--- config.mk ---
export PLATFORM = sky130hd
export DESIGN_NAME = load_store_unit_flat
export DESIGN_NICKNAME = d
export VERILOG_FILES = /design/src/rtl/lsu_pkg.sv /design/src/rtl/lsu_if.sv /design/src/rtl/lsu_lane_merge.sv /design/src/rtl/load_store_unit.sv /design/src/flat_wrapper.sv
export SDC_FILE = /design/constraint.sdc
export NUM_CORES = 1
export LEC_CHECK = 0
export BUFFER_PORTS_ARGS = -buffer_cell sky130_fd_sc_hd__buf_2
export CAP_MARGIN = 20
export CORE_AREA = 5 5 107 109
export CTS_CLUSTER_SIZE = 8
export DETAILED_ROUTE_END_ITERATION = 8
export DIE_AREA = 0 0 112 114
export GPL_TIMING_DRIVEN = 0
export PLACE_DENSITY = 0.71
export REMOVE_ABC_BUFFERS = 1
export SKIP_CTS_REPAIR_TIMING = 1
export SYNTH_ARGS = -nofsm -noshare
export SYNTH_HDL_FRONTEND = slang
export SYNTH_SLANG_ARGS = --single-unit
--- constraint.sdc ---
create_clock -name clk -period 1.95 [get_ports clk]
set_clock_uncertainty 0.05 [all_clocks]
set_input_delay 0.0975 -clock clk [delete_from_list [all_inputs] [get_ports clk]]
set_output_delay 0.0975 -clock clk [all_outputs]
set_load 0.03 [all_outputs]
--- src/rtl/lsu_pkg.sv ---
// Shared types and constants for the load/store unit: FSM states, access size
// codes, default memory window and the alignment helper.
package lsu_pkg;

    typedef enum logic [2:0] {
        IDLE     = 3'd0,
        READ     = 3'd1,
        RMW_READ = 3'd2,
        WRITE    = 3'd3,
        DONE     = 3'd4
    } lsu_state_e;

    // Code 2'b11 behaves exactly like a word access.
    typedef enum logic [1:0] {
        SIZE_BYTE   = 2'b00,
        SIZE_HALF   = 2'b01,
        SIZE_WORD   = 2'b10,
        SIZE_WORD_X = 2'b11
    } lsu_size_e;

    localparam logic [31:0] LSU_BASE_ADDR_DFLT   = 32'h1000_0000;
    localparam int unsigned LSU_DEPTH_WORDS_DFLT = 32;

    function automatic logic lsu_misaligned(input lsu_size_e sz, input logic [1:0] lo);
        logic bad;
        case (sz)
            SIZE_BYTE: bad = 1'b0;
            SIZE_HALF: bad = lo[0];
            default:   bad = (lo != 2'b00);
        endcase
        return bad;
    endfunction

endpackage

--- src/rtl/lsu_if.sv ---
// CPU request/response and data-memory bus of the load/store unit.
// The slave modport is the unit itself; master is the CPU plus memory side.
interface lsu_if;

    logic        req_in;
    logic        we_in;
    logic [31:0] addr_in;
    logic [31:0] wdata_in;
    logic [1:0]  size_in;
    logic        sign_in;
    logic        ready_out;
    logic        done_out;
    logic        err_out;
    logic [31:0] rdata_out;
    logic        mem_read_out;
    logic        mem_write_out;
    logic [31:0] mem_addr_out;
    logic [31:0] mem_wdata_out;
    logic [31:0] mem_data_in;

    modport slave (
        input  req_in, we_in, addr_in, wdata_in, size_in, sign_in, mem_data_in,
        output ready_out, done_out, err_out, rdata_out,
               mem_read_out, mem_write_out, mem_addr_out, mem_wdata_out
    );

    modport master (
        output req_in, we_in, addr_in, wdata_in, size_in, sign_in, mem_data_in,
        input  ready_out, done_out, err_out, rdata_out,
               mem_read_out, mem_write_out, mem_addr_out, mem_wdata_out
    );

endinterface

--- src/rtl/lsu_lane_merge.sv ---
// Combinational byte-lane logic for sub-word accesses (used with LSU_SUBWORD_EN):
// extracts/extends a load lane and merges store data into the word read back.
module lsu_lane_merge
    import lsu_pkg::*;
(
    input  logic [31:0] rd_word_i,
    input  logic [31:0] st_data_i,
    input  logic [1:0]  lane_i,
    input  lsu_size_e   size_i,
    input  logic        sign_i,
    output logic [31:0] ld_data_o,
    output logic [31:0] st_word_o
);

    logic [4:0]  byte_sh;
    logic [4:0]  half_sh;
    logic [31:0] byte_lane;
    logic [31:0] half_lane;
    logic [31:0] mask;
    logic [31:0] placed;

    always_comb begin
        byte_sh   = {lane_i, 3'b000};
        half_sh   = {lane_i[1], 4'b0000};
        byte_lane = rd_word_i >> byte_sh;
        half_lane = rd_word_i >> half_sh;
        ld_data_o = rd_word_i;
        mask      = 32'hFFFF_FFFF;
        placed    = st_data_i;
        case (size_i)
            SIZE_BYTE: begin
                ld_data_o = {{24{sign_i & byte_lane[7]}}, byte_lane[7:0]};
                mask      = 32'h0000_00FF << byte_sh;
                placed    = st_data_i << byte_sh;
            end
            SIZE_HALF: begin
                ld_data_o = {{16{sign_i & half_lane[15]}}, half_lane[15:0]};
                mask      = 32'h0000_FFFF << half_sh;
                placed    = st_data_i << half_sh;
            end
            default: begin
                ld_data_o = rd_word_i;
                mask      = 32'hFFFF_FFFF;
                placed    = st_data_i;
            end
        endcase
        st_word_o = (rd_word_i & ~mask) | (placed & mask);
    end

endmodule

--- src/rtl/load_store_unit.sv ---
// Load/store unit: one CPU access at a time against a wait-state data memory.
// Define LSU_SUBWORD_EN to honour byte/half accesses (loads extend, stores do RMW).
module load_store_unit
    import lsu_pkg::*;
#(
    parameter int unsigned WAIT_CYCLES = 2,
    parameter logic [31:0] BASE_ADDR   = LSU_BASE_ADDR_DFLT,
    parameter int unsigned DEPTH_WORDS = LSU_DEPTH_WORDS_DFLT
) (
    input logic   clk,
    input logic   rst_n,
    lsu_if.slave  bus
);

    localparam logic [31:0] LAST_ADDR   = BASE_ADDR + 32'(4 * DEPTH_WORDS) - 32'd4;
    localparam logic [3:0]  CNT_INIT    = 4'(WAIT_CYCLES - 1);
    localparam logic        WRITE_FIRST = (WAIT_CYCLES == 1);

    lsu_state_e  state_q;
    logic [3:0]  cnt_q;
    logic        ready_q;
    logic        done_q;
    logic        err_q;
    logic        rd_q;
    logic        wr_q;
    logic [31:0] rdata_q;
    logic [31:0] maddr_q;
    logic [31:0] mwdata_q;

    lsu_size_e   req_size;
    logic        addr_bad;
    logic [31:0] load_word;

`ifdef LSU_SUBWORD_EN
    lsu_size_e   size_q;
    logic        sign_q;
    logic [1:0]  lane_q;
    logic [31:0] store_word;

    assign req_size = lsu_size_e'(bus.size_in);

    // The raw store data sits in mwdata_q during RMW_READ and is replaced by the merged word.
    lsu_lane_merge u_lane_merge (
        .rd_word_i (bus.mem_data_in),
        .st_data_i (mwdata_q),
        .lane_i    (lane_q),
        .size_i    (size_q),
        .sign_i    (sign_q),
        .ld_data_o (load_word),
        .st_word_o (store_word)
    );
`else
    assign req_size  = SIZE_WORD;
    assign load_word = bus.mem_data_in;
`endif

    assign addr_bad = (bus.addr_in < BASE_ADDR) || (bus.addr_in > LAST_ADDR) ||
                      lsu_misaligned(req_size, bus.addr_in[1:0]);

    always_ff @(posedge clk or negedge rst_n) begin
        if (!rst_n) begin
            state_q  <= IDLE;
            cnt_q    <= 4'd0;
            ready_q  <= 1'b1;
            done_q   <= 1'b0;
            err_q    <= 1'b0;
            rd_q     <= 1'b0;
            wr_q     <= 1'b0;
            rdata_q  <= 32'd0;
            maddr_q  <= 32'd0;
            mwdata_q <= 32'd0;
`ifdef LSU_SUBWORD_EN
            size_q   <= SIZE_WORD;
            sign_q   <= 1'b0;
            lane_q   <= 2'b00;
`endif
        end else begin
            case (state_q)
                IDLE: begin
                    done_q <= 1'b0;
                    err_q  <= 1'b0;
                    if (bus.req_in) begin
                        ready_q <= 1'b0;
                        if (addr_bad) begin
                            state_q <= DONE;
                            done_q  <= 1'b1;
                            err_q   <= 1'b1;
                        end else begin
                            cnt_q    <= CNT_INIT;
                            maddr_q  <= {bus.addr_in[31:2], 2'b00};
                            mwdata_q <= bus.wdata_in;
`ifdef LSU_SUBWORD_EN
                            size_q   <= req_size;
                            sign_q   <= bus.sign_in;
                            lane_q   <= bus.addr_in[1:0];
`endif
                            if (!bus.we_in) begin
                                state_q <= READ;
                                rd_q    <= 1'b1;
`ifdef LSU_SUBWORD_EN
                            end else if (req_size == SIZE_BYTE || req_size == SIZE_HALF) begin
                                state_q <= RMW_READ;
                                rd_q    <= 1'b1;
`endif
                            end else begin
                                state_q <= WRITE;
                                wr_q    <= WRITE_FIRST;
                            end
                        end
                    end
                end
                READ: begin
                    if (cnt_q == 4'd0) begin
                        rd_q    <= 1'b0;
                        rdata_q <= load_word;
                        done_q  <= 1'b1;
                        state_q <= DONE;
                    end else begin
                        cnt_q <= cnt_q - 4'd1;
                    end
                end
`ifdef LSU_SUBWORD_EN
                RMW_READ: begin
                    if (cnt_q == 4'd0) begin
                        rd_q     <= 1'b0;
                        mwdata_q <= store_word;
                        cnt_q    <= CNT_INIT;
                        wr_q     <= WRITE_FIRST;
                        state_q  <= WRITE;
                    end else begin
                        cnt_q <= cnt_q - 4'd1;
                    end
                end
`endif
                // Address and data are held for the whole window; the strobe fires in its last cycle.
                WRITE: begin
                    if (cnt_q == 4'd0) begin
                        wr_q    <= 1'b0;
                        done_q  <= 1'b1;
                        state_q <= DONE;
                    end else begin
                        cnt_q <= cnt_q - 4'd1;
                        wr_q  <= (cnt_q == 4'd1);
                    end
                end
                DONE: begin
                    done_q  <= 1'b0;
                    err_q   <= 1'b0;
                    ready_q <= 1'b1;
                    state_q <= IDLE;
                end
                default: begin
                    rd_q    <= 1'b0;
                    wr_q    <= 1'b0;
                    done_q  <= 1'b0;
                    err_q   <= 1'b0;
                    ready_q <= 1'b1;
                    state_q <= IDLE;
                end
            endcase
        end
    end

    assign bus.ready_out     = ready_q;
    assign bus.done_out      = done_q;
    assign bus.err_out       = err_q;
    assign bus.rdata_out     = rdata_q;
    assign bus.mem_read_out  = rd_q;
    assign bus.mem_write_out = wr_q;
    assign bus.mem_addr_out  = maddr_q;
    assign bus.mem_wdata_out = mwdata_q;

endmodule

--- src/flat_wrapper.sv ---
// flat-port wrapper written by rule: the top's interface ports become plain ports
module load_store_unit_flat import lsu_pkg::*;
#(
    parameter int unsigned WAIT_CYCLES = 2,
    parameter logic [31:0] BASE_ADDR   = LSU_BASE_ADDR_DFLT,
    parameter int unsigned DEPTH_WORDS = LSU_DEPTH_WORDS_DFLT
)
  (clk, rst_n, bus_req_in, bus_we_in, bus_addr_in, bus_wdata_in, bus_size_in, bus_sign_in, bus_mem_data_in, bus_ready_out, bus_done_out, bus_err_out, bus_rdata_out, bus_mem_read_out, bus_mem_write_out, bus_mem_addr_out, bus_mem_wdata_out);
  lsu_if bus_i ();
  input logic clk;
  input logic rst_n;
  input wire logic [$bits(bus_i.req_in)-1:0] bus_req_in;
  input wire logic [$bits(bus_i.we_in)-1:0] bus_we_in;
  input wire logic [$bits(bus_i.addr_in)-1:0] bus_addr_in;
  input wire logic [$bits(bus_i.wdata_in)-1:0] bus_wdata_in;
  input wire logic [$bits(bus_i.size_in)-1:0] bus_size_in;
  input wire logic [$bits(bus_i.sign_in)-1:0] bus_sign_in;
  input wire logic [$bits(bus_i.mem_data_in)-1:0] bus_mem_data_in;
  output wire logic [$bits(bus_i.ready_out)-1:0] bus_ready_out;
  output wire logic [$bits(bus_i.done_out)-1:0] bus_done_out;
  output wire logic [$bits(bus_i.err_out)-1:0] bus_err_out;
  output wire logic [$bits(bus_i.rdata_out)-1:0] bus_rdata_out;
  output wire logic [$bits(bus_i.mem_read_out)-1:0] bus_mem_read_out;
  output wire logic [$bits(bus_i.mem_write_out)-1:0] bus_mem_write_out;
  output wire logic [$bits(bus_i.mem_addr_out)-1:0] bus_mem_addr_out;
  output wire logic [$bits(bus_i.mem_wdata_out)-1:0] bus_mem_wdata_out;
  assign bus_i.req_in = bus_req_in;
  assign bus_i.we_in = bus_we_in;
  assign bus_i.addr_in = bus_addr_in;
  assign bus_i.wdata_in = bus_wdata_in;
  assign bus_i.size_in = bus_size_in;
  assign bus_i.sign_in = bus_sign_in;
  assign bus_i.mem_data_in = bus_mem_data_in;
  assign bus_ready_out = bus_i.ready_out;
  assign bus_done_out = bus_i.done_out;
  assign bus_err_out = bus_i.err_out;
  assign bus_rdata_out = bus_i.rdata_out;
  assign bus_mem_read_out = bus_i.mem_read_out;
  assign bus_mem_write_out = bus_i.mem_write_out;
  assign bus_mem_addr_out = bus_i.mem_addr_out;
  assign bus_mem_wdata_out = bus_i.mem_wdata_out;
  load_store_unit #(.WAIT_CYCLES(WAIT_CYCLES), .BASE_ADDR(BASE_ADDR), .DEPTH_WORDS(DEPTH_WORDS)) u_core (.clk(clk), .rst_n(rst_n), .bus(bus_i));
endmodule
== After elaboration in Yosys (flattened, before gate mapping) ==
Index checks and enable logic that the tools add are counted.

* Register bits: 106
* Bits of input ports: 103
* Memories kept: 0
* Memory bits (read-only): 0
* Bits in writable memories: 0
* Word-level logic and storage cells: 70
* Latch bits: 0
* Output and inout bits: 101

* Magnitude comparators: 2
* Reduce and logical (&&, ||, !) cells: 16
* $add $sub $neg: 1
* $mul: 0
* Mux-type cells: 26
* Shifts and indexed selects: 0
* Equality and inequality tests: 11
* Bitwise logic cells: 4
* Divide/modulo/power cells: 0

{| class="wikitable"
|+ Operators with widths
! kind !! count
|-
| 32-bit by 29-bit > comparator with 1-bit output, second input constant || 1
|-
| 32-bit by 29-bit < comparator with 1-bit output, second input constant || 1
|-
| 1-bit two-way mux || 12
|-
| 4-bit two-way mux || 3
|-
| 2-bit != test, second input constant || 5
|-
| 3-bit two-way mux || 3
|-
| 4-bit one-hot mux with 2 select lines || 1
|-
| 4-bit AND reduction || 2
|-
| 1-bit one-hot mux with 2 select lines || 3
|-
| 1-bit one-hot mux with 3 select lines || 2
|-
| 3-bit one-hot mux with 2 select lines || 1
|-
| 2-bit AND reduction || 3
|-
| 2-bit OR reduction || 3
|-
| 5-bit AND reduction || 1
|-
| 4-bit by 1-bit equality test with 1-bit output, second input constant || 1
|-
| 4-bit zero test || 1
|-
| 2-bit by 1-bit != test with 1-bit output, second input constant || 2
|-
| 1-bit inverter || 4
|-
| 2-bit nonzero test || 2
|-
| 4-bit by 1-bit subtractor with 4-bit output, second input constant || 1
|-
| 3-bit by 1-bit equality test with 1-bit output, second input constant || 1
|-
| 3-bit by 2-bit equality test with 1-bit output, second input constant || 1
|-
| 3-bit equality test, second input constant || 1
|-
| 3-bit zero test || 1
|-
| other kinds (3) || 4
|}

== Depth between registers and ports, before layout ==
* Depth after elaboration: 6
* Depth in mapped cells: 8
* Depth with buffers taken out: 7

== Least setup slack after synthesis ==
OpenSTA, ideal clock, no wires.

* Kind: register to register
* From: register u_core.state_q[0]
* To: register u_core.maddr_q[2] (netlist: u_core.bus.mem_addr_out[2])
* Setup slack: -0.158 ns
* Library setup time: 0.125 ns
* Path buffers: 2
* Clock period less this slack: 2.108 ns
* Data arrival time: 1.933 ns
* Cell stages (with the launch flop): 7
* Data required time: 1.775 ns
* Cell sequence: dfrtp_1 -> nand2b_4 -> or3_4 -> or4_4 -> buf_6 -> buf_8 -> mux2_4

* Longest elaborated chain between the ends: 2

{| class="wikitable"
|+ Ends and longest elaborated chain
! element !! line !! source
|-
| start, declared || load_store_unit.sv:19 || <nowiki>lsu_state_e state_q;</nowiki>
|-
| start signal, assigned || load_store_unit.sv:62 || <nowiki>state_q <= IDLE;</nowiki>
|-
| start signal, assigned || load_store_unit.sv:85 || <nowiki>state_q <= DONE;</nowiki>
|-
| start signal, assigned || load_store_unit.sv:98 || <nowiki>state_q <= READ;</nowiki>
|-
| 3-bit zero test || load_store_unit.sv:78 || <nowiki>case (state_q)</nowiki>
|-
| 3-bit AND reduction (no line) || -- ||
|-
| end signal, assigned || load_store_unit.sv:90 || <nowiki>maddr_q <= {bus.addr_in[31:2], 2'b00};</nowiki>
|-
| end, declared || load_store_unit.sv:27 || <nowiki>logic [31:0] maddr_q;</nowiki>
|}

Every way passes these cells.
A chain may end at the register's enable or synchronous reset.

== Worst setup path after layout ==
* From: register u_core.state_q[0]
* To: register u_core.mwdata_q[12] (netlist: u_core.bus.mem_wdata_out[12])

* Longest elaborated chain between the ends: 2

{| class="wikitable"
|+ Ends and longest elaborated chain
! element !! line !! source
|-
| 3-bit zero test || load_store_unit.sv:78 ||
|-
| 3-bit AND reduction (no line) || -- ||
|-
| end signal, assigned || load_store_unit.sv:91 || <nowiki>mwdata_q <= bus.wdata_in;</nowiki>
|-
| end, declared || load_store_unit.sv:28 || <nowiki>logic [31:0] mwdata_q;</nowiki>
|}

Every way passes these cells.

==> metrics.txt <==
outcome=finished with violations; failing checks=negative setup slack; CTS clock-pin slew for the worst setup and hold paths=90 ps; Max Clk Rate=462 MHz; ys async rst share=100%; commonest non-fill, non-tap cell in the layout=buf_2; average vias per placed instance=4.63; cell area after synthesis=4240 um2; Critical Path Source Type=register; CP max FO=17; synth-to-layout area growth=50.5%; post-detail-place hpwl=6.88 mm; die area=12800 um2; hold path depth=5; Pleak=3.52 nW; worst skew pair latency=340 ps; EDFF count, synth=0; WS Path Type=register to register; Least-Margin Pin Slew=685 ps; Routed WL=11.5 mm; final hold slack=99.2 ps; DR vias=3227; Max Cap Viol=0; Final #Nets=659; Final GP Congestion=0.807; sw frac=23.6%; setup TNS=-9060 ps; RSZ-0062 raised after global routing=true; max-slew violation count=0; Netlist cell types=37; Pint=0.00299 W; Synth Area per Inst=15.6 um2; Detailed Routing Iterations Pass 1=4; initial antenna violation count=0; R2R Path Start=u_core.state_q[0]; n_diodes=0; part of the power in registers=57.7%; Min Clock Period, post-route=2160 ps; clock share of power=30.8%; Avg WL per Cell=16.4 um; share of the yosys chip area belonging to registers=62.5%; CTS tree=done; DRC=0; cell count after placement=600; clock root buffer=clkbuf_8; first-pass GRT wire length=14.9 mm; 1st-iter DRT viols=89; Clock Path Buffers=2; hold_sp=bus_req_in; Buffers on Ports=198; Top FF cell, synth=dfrtp_1; arrival time at the worst endpoint=2350 ps; Die X-Extent=112 um; total power=0.00391 W; pwr/cell area=613 nW/um2; non-filler cells, final=697; Slew headroom=54.3%; final setup fails=76; Hold/Removal Path Class=input port to register; Hold Path End=u_core.bus.ready_out; register bit total from synthesis=106; number of global-route vias before repair=3035; VDD IR max=0.388 mV; share of cells above drive strength 1=54.9%; clock sink count=106; number of H-tree levels=3; leading cell types in the layout, fill and taps excluded=buf_2, dfrtp_1, dlygate4sd3_1, mux2_4, mux2_2; synthesized instance count=272; pin count of the biggest net entering global routing=69; IO Count=204; GRT overflow=0; Worst R2R Path Depth=5; Syn. warnings=0; Final Hold Vio Count=0; Die Ht=114 um; Setup crit end kind=register; Post-DRT Antenna Nets=0; # rows=38; PnR worst setup slack=-214 ps; Core Area=10500 um2; pre-CTS setup slack=-537 ps; Logic pwr share=11.5%; reg-to-reg slack, setup=-210 ps; reg2reg end=u_core.bus.mem_wdata_out[12]; P_sw=0.000922 W; CP required=2130 ps; TritonCTS Buffers=9; Initial Utilization=40.4%; Tcrit/Tclk final=111%; Total GRT Usage=14.3%
power by group through the flow:
stage	clock network [W]	registers [W]	logic, W
finish	0.00120	0.00226	0.000450
global route	0.00135	0.00226	0.000488
CTS	0.00126	0.00226	0.000330
detailed placement	0	0.00230	0.000330
global placement	0	0.00230	0.000313
floorplan	0	0.00238	0.0000487
worst max path at each step:
stage                            startpoint                      endpoint  slack [ps]  cells past startpoint
after floorplan             u_core.cnt_q[0]       u_core.bus.rdata_out[0]        -480                      6
after global placement      u_core.cnt_q[0]      u_core.bus.rdata_out[19]        -930                      6
final                     u_core.state_q[0]  u_core.bus.mem_wdata_out[12]        -210                      5
after detailed placement  u_core.state_q[0]  u_core.bus.mem_wdata_out[30]        -540                      4
after CTS                 u_core.state_q[0]    u_core.bus.mem_addr_out[6]        -550                      4
after global routing      u_core.state_q[0]  u_core.bus.mem_wdata_out[19]        -230                      5
flip-flops by register name, summed over array words and instances (netlist names):
| signal | flops |
|---|---|
| u_core.bus.rdata_out | 32 |
| u_core.bus.mem_write_out | 1 |
| u_core.bus.mem_wdata_out | 32 |
| u_core.bus.ready_out | 1 |
| u_core.cnt_q | 4 |
| u_core.bus.mem_addr_out | 30 |
| u_core.state_q | 3 |
| u_core.bus.done_out | 1 |
| u_core.bus.err_out | 1 |
| u_core.bus.mem_read_out | 1 |
Yosys cell counts (2+ instances only):
library cell,number,area share (%)
nand2b_1,2,0.29
buf_4,2,0.35
and2_1,24,3.5
nand3b_1,2,0.35
nor2b_1,2,0.29
ha_1,3,0.88
nor2_1,4,0.35
or3_1,2,0.29
o21ai_0,4,0.47
buf_12,3,1.4
buf_6,4,1.1
nand3_1,3,0.35
mux2_2,33,8.8
buf_1,3,0.27
dfrtp_1,105,62
nand2_1,8,0.71
nor4_1,5,0.74
mux2_4,37,13
inv_1,4,0.35
a21oi_1,3,0.35
o21ai_1,3,0.35
metrics by stage:
| step | util [%] | cell area, um2 |
|---|---|---|
| 2_1_floorplan | - | 4100 |
| 3_3_place_gp | 50.1 | 5270 |
| 3_5_place_dp | 50.7 | 5330 |
| 4_1_cts | 52.3 | 5500 |
| 5_1_grt | 60.8 | 6390 |
| 6_report | 60.8 | 6390 |
layer usage:
metal / share of wire (%) / up-vias / GRT usage, %
met3: 6.9 / 18 / 4.40
met2: 51 / 132 / 22.8
met5: 0 / - / 0
met1: 40 / 1574 / 18.5
met4: 1.5 / 0 / 5.37
li1: - / 1503 / -
worst max-delay path: stages (launching register included):
cell	delay, ps
dfrtp_2	440
nand2b_4	160
or3_4	390
or4_4	510
buf_12	190
mux2_4	300
cells by family (layout without fill, tap and decap cells):
family,count (synthesis),in the layout,share of synthesized area [%]
muxes,70,70,21.8
and+or+nand+nor,60,63,8.61
DFF,106,106,62.5
buffers and inverters,17,298,3.80
adders and majority gates,3,3,0.885
AOI/OAI and AO/OA,15,15,2.24
other,1,2,0.0884
area by class of cell:
class / instances / area [um2]
clock buffer: 12 / 155
sequential: 106 / 2660
fill: 832 / 4120
timing repair buffer: 279 / 1880
tap: 140 / 175
multi-input combinational: 153 / 1490
clock inverter: 3 / 15.0
inverter: 4 / 15.0
No activity file was read; power rests on OpenSTA's default activity.
